**src/rtl/dram_byte_bridge_pkg.sv**
```systemverilog
// Shared encodings for the CPU load/store path and the byte-wide DRAM bridge.
// Also holds small decode helpers used by more than one file.
package dram_byte_bridge_pkg;

  localparam logic [1:0] SIZE_BYTE = 2'b00;
  localparam logic [1:0] SIZE_HALF = 2'b01;
  localparam logic [1:0] SIZE_WORD = 2'b10;

  typedef enum logic [1:0] {
    ST_IDLE = 2'd0,
    ST_XFER = 2'd1,
    ST_RESP = 2'd2
  } state_t;

  // Index of the final byte beat for a request size.
  function automatic logic [1:0] last_cnt(input logic [1:0] size);
    case (size)
      SIZE_HALF: last_cnt = 2'd1;
      SIZE_WORD: last_cnt = 2'd3;
      default:   last_cnt = 2'd0;
    endcase
  endfunction

  // Illegal size, or an address not aligned to its access size.
  function automatic logic req_bad(input logic [1:0] size, input logic [1:0] addr_lo);
    case (size)
      SIZE_BYTE: req_bad = 1'b0;
      SIZE_HALF: req_bad = addr_lo[0];
      SIZE_WORD: req_bad = (addr_lo != 2'b00);
      default:   req_bad = 1'b1;
    endcase
  endfunction

endpackage

```
**src/rtl/dram_byte_bridge_load_extend.sv**
```systemverilog
// Zero/sign extension of an assembled little-endian load value.
// Purely combinational so the cache path can reuse it as-is.
module load_extend
  import dram_byte_bridge_pkg::*;
#(
  parameter int DATA_WIDTH = 32
) (
  input  logic [DATA_WIDTH-1:0] data_in,
  input  logic [1:0]            size,
  input  logic                  sign_en,
  output logic [DATA_WIDTH-1:0] data_out
);

  always_comb begin
    data_out = data_in;
    case (size)
      SIZE_BYTE: data_out = {{(DATA_WIDTH-8){sign_en & data_in[7]}}, data_in[7:0]};
      SIZE_HALF: data_out = {{(DATA_WIDTH-16){sign_en & data_in[15]}}, data_in[15:0]};
      default:   data_out = data_in;
    endcase
  end

endmodule

```
**src/rtl/dram_byte_bridge.sv**
```systemverilog
// Serialises 32-bit CPU loads/stores into little-endian byte accesses on the
// byte-wide DRAM bus, then returns one extended response pulse.
module dram_byte_bridge
  import dram_byte_bridge_pkg::*;
#(
  parameter int ADDR_WIDTH = 32,
  parameter int DATA_WIDTH = 32
) (
  input  logic                  clk,
  input  logic                  rst,
  input  logic                  req_valid,
  output logic                  req_ready,
  input  logic                  req_write,
  input  logic [1:0]            req_size,
  input  logic                  req_signed,
  input  logic [ADDR_WIDTH-1:0] req_addr,
  input  logic [DATA_WIDTH-1:0] req_wdata,
  output logic                  resp_valid,
  output logic [DATA_WIDTH-1:0] resp_rdata,
  output logic                  resp_err,
  output logic [ADDR_WIDTH-1:0] mem_addr,
  output logic [7:0]            mem_wdata,
  output logic                  mem_we,
  input  logic [7:0]            mem_rdata
);

  localparam int NLANES = DATA_WIDTH / 8;

  state_t                state_q, state_d;
  logic [1:0]            cnt_q, cnt_d;
  logic [ADDR_WIDTH-1:0] addr_q, addr_d;
  logic [1:0]            size_q, size_d;
  logic                  write_q, write_d;
  logic                  signed_q, signed_d;
  logic                  err_q, err_d;
  logic [DATA_WIDTH-1:0] wdata_q, wdata_d;
  logic [7:0]            lane_q [NLANES];
  logic [7:0]            lane_d [NLANES];
  logic [DATA_WIDTH-1:0] assembled;
  logic [DATA_WIDTH-1:0] extended;
  logic                  accept;
  logic                  capture;

  // Ready is masked by rst so the CPU never sees a transfer during reset.
  assign req_ready = (state_q == ST_IDLE) && !rst;
  assign accept    = req_valid && req_ready;
  assign capture   = (state_q == ST_XFER) && !write_q;

  always_comb begin
    state_d  = state_q;
    cnt_d    = cnt_q;
    addr_d   = addr_q;
    size_d   = size_q;
    write_d  = write_q;
    signed_d = signed_q;
    err_d    = err_q;
    wdata_d  = wdata_q;
    case (state_q)
      ST_IDLE: begin
        if (accept) begin
          addr_d   = req_addr;
          size_d   = req_size;
          write_d  = req_write;
          signed_d = req_signed;
          wdata_d  = req_wdata;
          cnt_d    = 2'd0;
          err_d    = req_bad(req_size, req_addr[1:0]);
          state_d  = req_bad(req_size, req_addr[1:0]) ? ST_RESP : ST_XFER;
        end
      end
      ST_XFER: begin
        if (cnt_q == last_cnt(size_q)) begin
          state_d = ST_RESP;
        end else begin
          cnt_d = cnt_q + 2'd1;
        end
      end
      ST_RESP: state_d = ST_IDLE;
      default: state_d = ST_IDLE;
    endcase
  end

  // Capture register: each lane loads mem_rdata on its own beat and is
  // cleared at acceptance so stale bytes never leak into a shorter load.
  for (genvar gi = 0; gi < NLANES; gi++) begin : g_lane
    localparam logic [1:0] LANE_IDX = 2'(gi);
    always_comb begin
      lane_d[gi] = lane_q[gi];
      if (accept) begin
        lane_d[gi] = 8'h00;
      end else if (capture && (cnt_q == LANE_IDX)) begin
        lane_d[gi] = mem_rdata;
      end
    end
    assign assembled[8*gi +: 8] = lane_q[gi];
  end

  always_ff @(posedge clk or posedge rst) begin
    if (rst) begin
      state_q  <= ST_IDLE;
      cnt_q    <= 2'd0;
      addr_q   <= '0;
      size_q   <= 2'd0;
      write_q  <= 1'b0;
      signed_q <= 1'b0;
      err_q    <= 1'b0;
      wdata_q  <= '0;
      for (int i = 0; i < NLANES; i++) lane_q[i] <= 8'h00;
    end else begin
      state_q  <= state_d;
      cnt_q    <= cnt_d;
      addr_q   <= addr_d;
      size_q   <= size_d;
      write_q  <= write_d;
      signed_q <= signed_d;
      err_q    <= err_d;
      wdata_q  <= wdata_d;
      for (int i = 0; i < NLANES; i++) lane_q[i] <= lane_d[i];
    end
  end

  load_extend #(
    .DATA_WIDTH(DATA_WIDTH)
  ) u_load_extend (
    .data_in (assembled),
    .size    (size_q),
    .sign_en (signed_q),
    .data_out(extended)
  );

  // Bus outputs come only from registered state, so they hold steady across
  // the negedge at which the DRAM commits a write.
  always_comb begin
    mem_addr   = '0;
    mem_wdata  = 8'h00;
    mem_we     = 1'b0;
    resp_valid = 1'b0;
    resp_err   = 1'b0;
    resp_rdata = '0;
    if (state_q == ST_XFER) begin
      mem_addr  = {addr_q[ADDR_WIDTH-1:2], addr_q[1:0] + cnt_q};
      mem_wdata = wdata_q[{cnt_q, 3'b000} +: 8];
      mem_we    = write_q;
    end
    if (state_q == ST_RESP) begin
      resp_valid = 1'b1;
      resp_err   = err_q;
      if (!err_q && !write_q) resp_rdata = extended;
    end
  end

endmodule

```
**config.mk**
```make
export PLATFORM = sky130hd
export DESIGN_NAME = dram_byte_bridge
export DESIGN_NICKNAME = d
export VERILOG_FILES = /design/src/rtl/dram_byte_bridge_pkg.sv /design/src/rtl/dram_byte_bridge_load_extend.sv /design/src/rtl/dram_byte_bridge.sv
export SDC_FILE = /design/constraint.sdc
export NUM_CORES = 1
export LEC_CHECK = 0
export ABC_CLOCK_PERIOD_IN_PS = 9700
export BUFFER_PORTS_ARGS = -buffer_cell sky130_fd_sc_hd__buf_4
export CAP_MARGIN = 40
export CORE_MARGIN = 2
export CORE_UTILIZATION = 35
export CTS_BUF_LIST = sky130_fd_sc_hd__clkbuf_2
export CTS_CLUSTER_DIAMETER = 200
export DETAILED_ROUTE_END_ITERATION = 8
export HOLD_SLACK_MARGIN = 0.08
export MAX_ROUTING_LAYER = met4
export SYNTH_ARGS = -nofsm -noshare
export SYNTH_HDL_FRONTEND = slang
export SYNTH_HIERARCHICAL = 1
export SYNTH_SLANG_ARGS = --single-unit
export TNS_END_PERCENT = 100
```
**constraint.sdc**
```tcl
create_clock -name clk -period 9.7 [get_ports clk]
set_input_delay 1.455 -clock clk [delete_from_list [all_inputs] [get_ports clk]]
set_output_delay 1.455 -clock clk [all_outputs]
set_load 0.1 [all_outputs]
```
==> results of run 1 <==
## stage by stage
step	hold WS [ps]	utilization	area (um^2)
after floorplan	472	-	5350
after global placement	482	0.437	6590
after detailed placement	487	0.438	6620
after CTS	543	0.443	6690
after global routing	562	0.443	6690
final	536	0.443	6690
## cells in the mapped netlist, types with 8 or more instances
cell | number | area [um^2]
dfrtp_1 | 105 | 2630
and2_1 | 73 | 457
mux2_2 | 67 | 754
mux2i_1 | 32 | 320
nor2_1 | 32 | 120
nand2_1 | 28 | 105
o21ai_0 | 17 | 85.1
buf_4 | 15 | 113
buf_2 | 14 | 70.1
clkbuf_1 | 8 | 30.0
mux4_2 | 8 | 180
## final cells by class
cell class | instances | area [um^2] | area share
well taps | 188 | 235 | 0.0352
multi-input cells | 305 | 2480 | 0.370
repair buffers | 164 | 1250 | 0.187
clock inverters | 4 | 22.5 | 0.00337
inverters | 6 | 25.0 | 0.00374
clock buffers | 10 | 50.0 | 0.00748
flip-flops and latches | 105 | 2630 | 0.393
## routing by layer
layer	vias up	track usage
met1	1855	0.213
li1	1800	-
met4	0	0.0608
met5	-	-
met2	143	0.249
met3	18	0.0440
## worst paths after layout
path	endpoint	slack, ps	depth (start not counted)
hold reg to reg	addr_q[27]$_DFFE_PP0P_	540	1
hold / removal	addr_q[27]$_DFFE_PP0P_	540	1
min in group asynchronous	assembled[16]$_DFFE_PP0P_	840	2
setup reg to reg	wdata_q[3]$_DFFE_PP0P_	7490	3
max in group asynchronous	assembled[17]$_DFFE_PP0P_	7830	4
setup / recovery	mem_wdata[6]	5710	3
## flip-flops by register name, indices dropped and copies added (netlist names)
register and count:
state_q 2, cnt_q 2, assembled 32, err_q 1, wdata_q 32, write_q 1, addr_q 32, signed_q 1
size_q 2
## kinds of logic (layout without fill, tap and decap cells)
logic type	after synthesis	in the layout	synth area share
compound gates	36	36	0.0403
xor+xnor	6	6	0.00983
fa+ha+maj	6	6	0.0140
buf+inv	47	184	0.0510
flops	105	105	0.491
mux	108	108	0.239
simple gates	149	149	0.154
## power by group
part	leakage, nW	total [mW]	switching, mW	internal (mW)
combinational	1.76	1.09	0.700	0.385
clock	0.0550	0.170	0.139	0.0309
sequential	1.31	0.771	0.156	0.615
total	3.12	2.03	0.995	1.03
==> flow_summary.toml, run 1 <==
[run_status]
status = "finished clean"

[floorplanning]
core_um2 = 15100
ioPinCount = 155
initial_core_util = 0.354
row_count = 45
dieArea_um2 = 16300
die_h_um = 128
die_w_um = 128

[routing]
postRouteAntennaNets = 0
highest_layer = "met4"
wl_met3_um = 955
routed_wl_um = 12600
met2_length_um = 5550
routed_via_density = 4.88
drc = 0
wl_met1_um = 5820
drt-initial-drc-count = 167
wl_per_cell_um = 16.1
firstDrtPassIters = 4
vias = 3816

[pwr]
leakage_nw = 3.12
power_mw = 2.03
power.density_nw_per_um2 = 303
irDropWorstVdd_mv = 0.194

[setup_path]
worstSetupStartpoint = "cnt_q[0]$_DFFE_PP0P_"
critPathLaunchType = "flop"
path_cells = "mux4_2, and2_1, buf_4"
critPathBufInv = 1
crit_family = "flip-flops"
path_max_fanout = 15
reg2reg_from = "state_q[1]$_DFFE_PP0P_"
cp-end-kind = "primary output"
worstPathRequired_ps = 8250
arrival_ps = 2540
cp_slowest_cell = "dfrtp_1"
cpPeakStageDelay_ps = 930
criticalPathCategory = "reg2out"

[sta]
setup_viol = 0
period_minus_slack_ps = 3990
max_freq_ghz = 0.251
slew_headroom = 0.457
drv_slew = 0
period_share = 0.411
fin_skew_ps = 27.3
tightestPinTransition_ps = 814
rsz0062_at_grt = "no"
hold_viol_final = 0
setup_tns_ps = 0
fin_ws_ps = 5710

[final_layout]
area_growth_pct = 25.1
nNetsFinal = 676
final_cell_mix = "buf_4 (163), dfrtp_1 (105), and2_1 (73), mux2_2 (67)"
drive_gt1_frac = 0.446
diodes = 0
stdcell_count = 782
final_common_cell = "buf_4"
fillers = 1475

[synthesis]
synthArstFlopShare = 1.00
synthCells = 457
synth_cell_types = 35
synth_edf_count = 0
synth_warnings = 6
syn_area_um2 = 5350
avgSynthCellArea_um2 = 11.7
ys_seq_elements = 105
ys_seq_area_frac = 0.491
ys.flop_type = "dfrtp_1"
syn-num-nets = 542

[min_path]
min_from = "addr_q[27]$_DFFE_PP0P_"
hold_class = "reg2reg"

[placed_design]
place_congestion = 0.820
dp.final_hpwl_um = 9060
placed_cells = 768
io_buffers = 154
post-place-ws_ps = 6190

[global_route]
grt-ovfl-total = 0
track_usage = 0.164
antenna_found_initial = 0
grt_max_degree = 54
grt_pass1_vias = 4100
grt_first_pass_wirelength_um = 20500

[clock_tree]
cts-root-buf = "clkbuf_2"
cts.htree.levels = 3
cts.repair.resized = 0
post-cts-setup-buffer-count = 0
clkSinkCount = 105
clkSlewWorstSetupHoldPaths_ps = 270
numCtsBuffers = 9
clk_latency_ps = 580
hold_buffers = 0
cts_tree = "done"
clk_path_buf_depth = 2

[job]
max_cap_violations = 0
No activity file was read; power rests on OpenSTA's default activity.
==> inputs of run 2 (changes only) <==
Settings changed: ABC_CLOCK_PERIOD_IN_PS 9700 to 3200.
Clock period 9.7 ns to 3.2 ns, I/O delays scaled along.
==> flow_summary.toml, run 2 (synthesized netlist as in run 1, its figures left out) <==
[clock_tree]
cts.htree.levels = 3
cts_tree = "done"
clkSlewWorstSetupHoldPaths_ps = 300
clk_latency_ps = 600
cts-root-buf = "clkbuf_2"
clkSinkCount = 105
numCtsBuffers = 9
clk_path_buf_depth = 2

[floorplanning]
ioPinCount = 155
row_count = 45
die_w_um = 128
initial_core_util = 0.354
dieArea_um2 = 16300
die_h_um = 128
core_um2 = 15100

[final_layout]
drive_gt1_frac = 0.407
diodes = 0
area_growth_pct = 39.7
fillers = 1353
final_common_cell = "buf_4"
nNetsFinal = 750
final_cell_mix = "buf_4 (167), dfrtp_1 (105), and2_1 (73), dlygate4sd3_1 (70), mux2_2 (67)"

[placed_design]
io_buffers = 154
place_congestion = 0.795
dp.final_hpwl_um = 9320

[setup_path]
worstPathRequired_ps = 2720
path_max_fanout = 11
cp-end-kind = "primary output"
arrival_ps = 2430
criticalPathCategory = "reg2out"
cp_common_cell = "buf_4"
cp_slowest_cell = "dfrtp_1"
critPathLaunchType = "flop"
path_cells = "buf_4, mux4_2, and2_1, buf_4"
r2r_cells = 3
cpPeakStageDelay_ps = 570

[sta]
drv_slew = 0
max_freq_ghz = 0.344
setup_tns_ps = 0
period_share = 0.909
fin_skew_ps = 30.7
hold_viol_final = 0
period_minus_slack_ps = 2910
setup_viol = 0
tightestPinTransition_ps = 790
slew_headroom = 0.473
rsz0062_at_grt = "no"

[job]
max_cap_violations = 0

[run_status]
status = "finished clean"

[min_path]
whs_path_depth = 3
hold_class = "in2reg"

[pwr]
intPower_mw = 3.29
power_mw = 6.37
irDropWorstVdd_mv = 0.503
swShare = 0.483
leakage_nw = 3.45
p_switching_mw = 3.08
p_clk_frac = 0.101
seq_power_share = 0.362
p_comb_frac = 0.537
power.density_nw_per_um2 = 853

[routing]
wl_per_cell_um = 15.6
drt-initial-drc-count = 176
routed_wl_um = 13400
routed_via_density = 4.78
drc = 0
vias = 4097
firstDrtPassIters = 5
postRouteAntennaNets = 0

[global_route]
antenna_found_initial = 0
grt_pass1_vias = 4300
grt-ovfl-total = 0
grt_max_degree = 57
track_usage = 0.175
grt_first_pass_wirelength_um = 21800
## run 2: worst paths after layout
check / endpoint / slack (ps) / from
hold / removal: assembled[17]$_DFFE_PP0P_ / 170 / mem_rdata[1]
min in group asynchronous: cnt_q[0]$_DFFE_PP0P_ / 480 / rst
setup reg to reg: addr_q[4]$_DFFE_PP0P_ / 1140 / state_q[1]$_DFFE_PP0P_
hold reg to reg: addr_q[6]$_DFFE_PP0P_ / 540 / addr_q[6]$_DFFE_PP0P_
setup / recovery: mem_wdata[1] / 290 / cnt_q[0]$_DFFE_PP0P_
max in group asynchronous: addr_q[12]$_DFFE_PP0P_ / 1960 / rst
## run 2: power groups by stage
| stage | Sequential (mW) | Combinational [mW] | Clock, mW |
|---|---|---|---|
| floorplan | 2.12 | 2.93 | 0 |
| global placement | 2.30 | 3.31 | 0 |
| detailed placement | 2.35 | 3.37 | 0 |
| CTS | 2.32 | 3.45 | 0.684 |
| global route | 2.40 | 3.63 | 0.730 |
| finish | 2.31 | 3.42 | 0.644 |
## run 2: worst max-delay path: cells and delay by family, from the launching register on
family,cells,cell delay (ps)
flops,1,570
buf+inv,2,530
mux,1,530
simple gates,1,200
## run 2: cell type report
| cell class | instances | area [um^2] | area share |
|---|---|---|---|
| clock buffer | 11 | 55.1 | 0.00737 |
| clock inverter | 5 | 63.8 | 0.00854 |
| inverter | 6 | 26.3 | 0.00352 |
| multi-input combinational | 305 | 2480 | 0.332 |
| sequential | 105 | 2630 | 0.352 |
| tap | 188 | 235 | 0.0315 |
| timing repair buffer | 238 | 1980 | 0.265 |
## run 2: per-layer routing
layer / wire length, um / track usage
met5: 0 / -
met4: 238 / 0.0627
met3: 675 / 0.0306
met2: 6490 / 0.285
met1: 5990 / 0.220
## run 2: timing repair
item / in CTS / in global routing
gates resized for setup: 0 / 0
hold endpoints to repair: 84 / 0
setup buffers: 0 / 0
setup endpoints to repair: 0 / 0
hold buffers: 70 / 0
## run 2: through the flow
step / area, um^2 / util / std cells / hold slack, ps / setup WS (ps)
floorplan: 5360 / - / 457 / 472 / 69.9
global placement: 6620 / 0.439 / 771 / 482 / 977
detailed placement: 6650 / 0.441 / 772 / 487 / 962
CTS: 7470 / 0.495 / 858 / 97.0 / 205
global route: 7470 / 0.495 / 858 / 115 / 88.2
finish: 7470 / 0.495 / 858 / 171 / 290
==> inputs of run 3 (changes only) <==
Settings changed: BUFFER_PORTS_ARGS -buffer_cell sky130_fd_sc_hd__buf_4 to -buffer_cell sky130_fd_sc_hd__clkbuf_2, CORE_UTILIZATION 35 to 49, PLACE_DENSITY set to 0.79.
==> flow_summary.toml, run 3 (synthesized netlist as in run 1, its figures left out) <==
[run_status]
status = "finished clean"

[final_layout]
final_cell_mix = "clkbuf_2 (154), dfrtp_1 (102), and2_1 (73), mux2_2 (67), dlygate4sd3_1 (37)"
area_growth_pct = 25.2
nNetsFinal = 714
diodes = 0
final_common_cell = "clkbuf_2"
drive_gt1_frac = 0.427

[floorplanning]
initial_core_util = 0.498
core_um2 = 10700
ioPinCount = 155
die_w_um = 108
die_h_um = 108
row_count = 38
dieArea_um2 = 11800

[setup_path]
cp_slowest_cell = "dfrtp_1"
arrival_ps = 2480
cp-end-kind = "primary output"
critPathLaunchType = "flop"
worstPathRequired_ps = 2720
cpPeakStageDelay_ps = 580
path_cells = "and2b_1, nor3b_2, buf_4, and2_1, clkbuf_2"
reg2reg_from = "cnt_q[1]$_DFFE_PP0P_"
criticalPathCategory = "reg2out"
worstSetupStartpoint = "state_q[0]$_DFFE_PP0P_"
path_max_fanout = 32

[sta]
tightestPinTransition_ps = 647
holdWs_ps = 131
period_share = 0.923
setup_viol = 0
slew_headroom = 0.568
setup_tns_ps = 0
period_minus_slack_ps = 2960
drv_slew = 0
hold_viol_final = 0
rsz0062_at_grt = "no"
max_freq_ghz = 0.338
fin_skew_ps = 15.7

[clock_tree]
cts_tree = "done"
cts-root-buf = "clkbuf_2"
clkSlewWorstSetupHoldPaths_ps = 270
post-cts-setup-buffer-count = 0
numCtsBuffers = 9
clkSinkCount = 105
clk_path_buf_depth = 2
clk_latency_ps = 560
cts.htree.levels = 3

[global_route]
grt_pass1_vias = 3813
antenna_found_initial = 0
grt_first_pass_wirelength_um = 18600
grt-ovfl-total = 0
grt_max_degree = 72
track_usage = 0.210

[routing]
firstDrtPassIters = 4
routed_via_density = 5.08
vias = 3933
routed_wl_um = 12200
wl_per_cell_um = 15.8
drc = 0
drt-initial-drc-count = 213
postRouteAntennaNets = 0

[pwr]
leakage_nw = 3.17
power.density_nw_per_um2 = 910
power_mw = 6.09
irDropWorstVdd_mv = 0.691

[min_path]
min_from = "req_wdata[26]"
hold_class = "in2reg"

[job]
max_cap_violations = 0

[placed_design]
dp.final_hpwl_um = 8240
io_buffers = 154
place_congestion = 0.869
## run 3: changes by cell type in the layout (fill, tap and decap cells not counted)
cell           change
dlygate4sd3_1     -33
clkinv_1           +2
dfrtp_1            -3
buf_12             +2
dfrtp_2            +3
clkinv_2           +1
clkinv_4           -1
clkbuf_2         +143
inv_6              -2
clkinvlp_4         +2
buf_4            -149
bufinv_16          -1
## run 3: path summary, 6_finish.rpt
kind	slack, ps	endpoint	cells past startpoint
worst min register to register	540	addr_q[18]$_DFFE_PP0P_	1
worst max-delay path	240	resp_rdata[16]	5
min in group asynchronous	490	assembled[20]$_DFFE_PP0P_	3
max in group asynchronous	2010	size_q[1]$_DFFE_PP0P_	4
worst max register to register	1180	assembled[7]$_DFFE_PP0P_	6
worst min-delay path	130	wdata_q[26]$_DFFE_PP0P_	2
## run 3: final cells by class
class                           instances  area [um^2]
Sequential cell                       105         2630
Timing Repair Buffer                  202         1290
Tap cell                              140          175
Inverter                                6         26.3
Multi-Input combinational cell        305         2480
Clock buffer                           10         50.0
Clock inverter                          6         35.0
Fill cell                             885         4050
## run 3: repair_timing
action | 4_1_cts | 5_1_grt
endpoints found under the hold margin | 17 | 35
endpoints found under the setup margin | 0 | 32
hold buffers | 2 | 35
gates resized for setup | 0 | 3
## run 3: power by group
part	switching, mW	total (mW)	internal [mW]
Sequential	0.457	2.33	1.87
Clock	0.432	0.530	0.0979
Combinational	2.16	3.24	1.08
## run 3: metal layers
layer | global-route usage | up-vias | wire, um
met4 | 0.0723 | 0 | 148
met2 | 0.319 | 135 | 6050
met3 | 0.0440 | 14 | 677
met1 | 0.283 | 1909 | 5320
li1 | - | 1875 | -
met5 | - | - | 0
## run 3: through the flow
stage | cells | cell area (um^2) | utilization | setup WS (ps)
final | 774 | 6690 | 0.623 | 245
after global routing | 774 | 6690 | 0.623 | 9.79
after CTS | 739 | 6340 | 0.590 | 11.0
after detailed placement | 721 | 6230 | 0.580 | 731
after global placement | 720 | 6210 | 0.578 | 771
after floorplan | 457 | 5360 | - | 69.9
## run 3: worst max-delay path, delay by kind of cell, from the launching register on
family,cells,cell delay (ps)
buffers and inverters,2,720
DFF,1,580
and+or+nand+nor,3,610
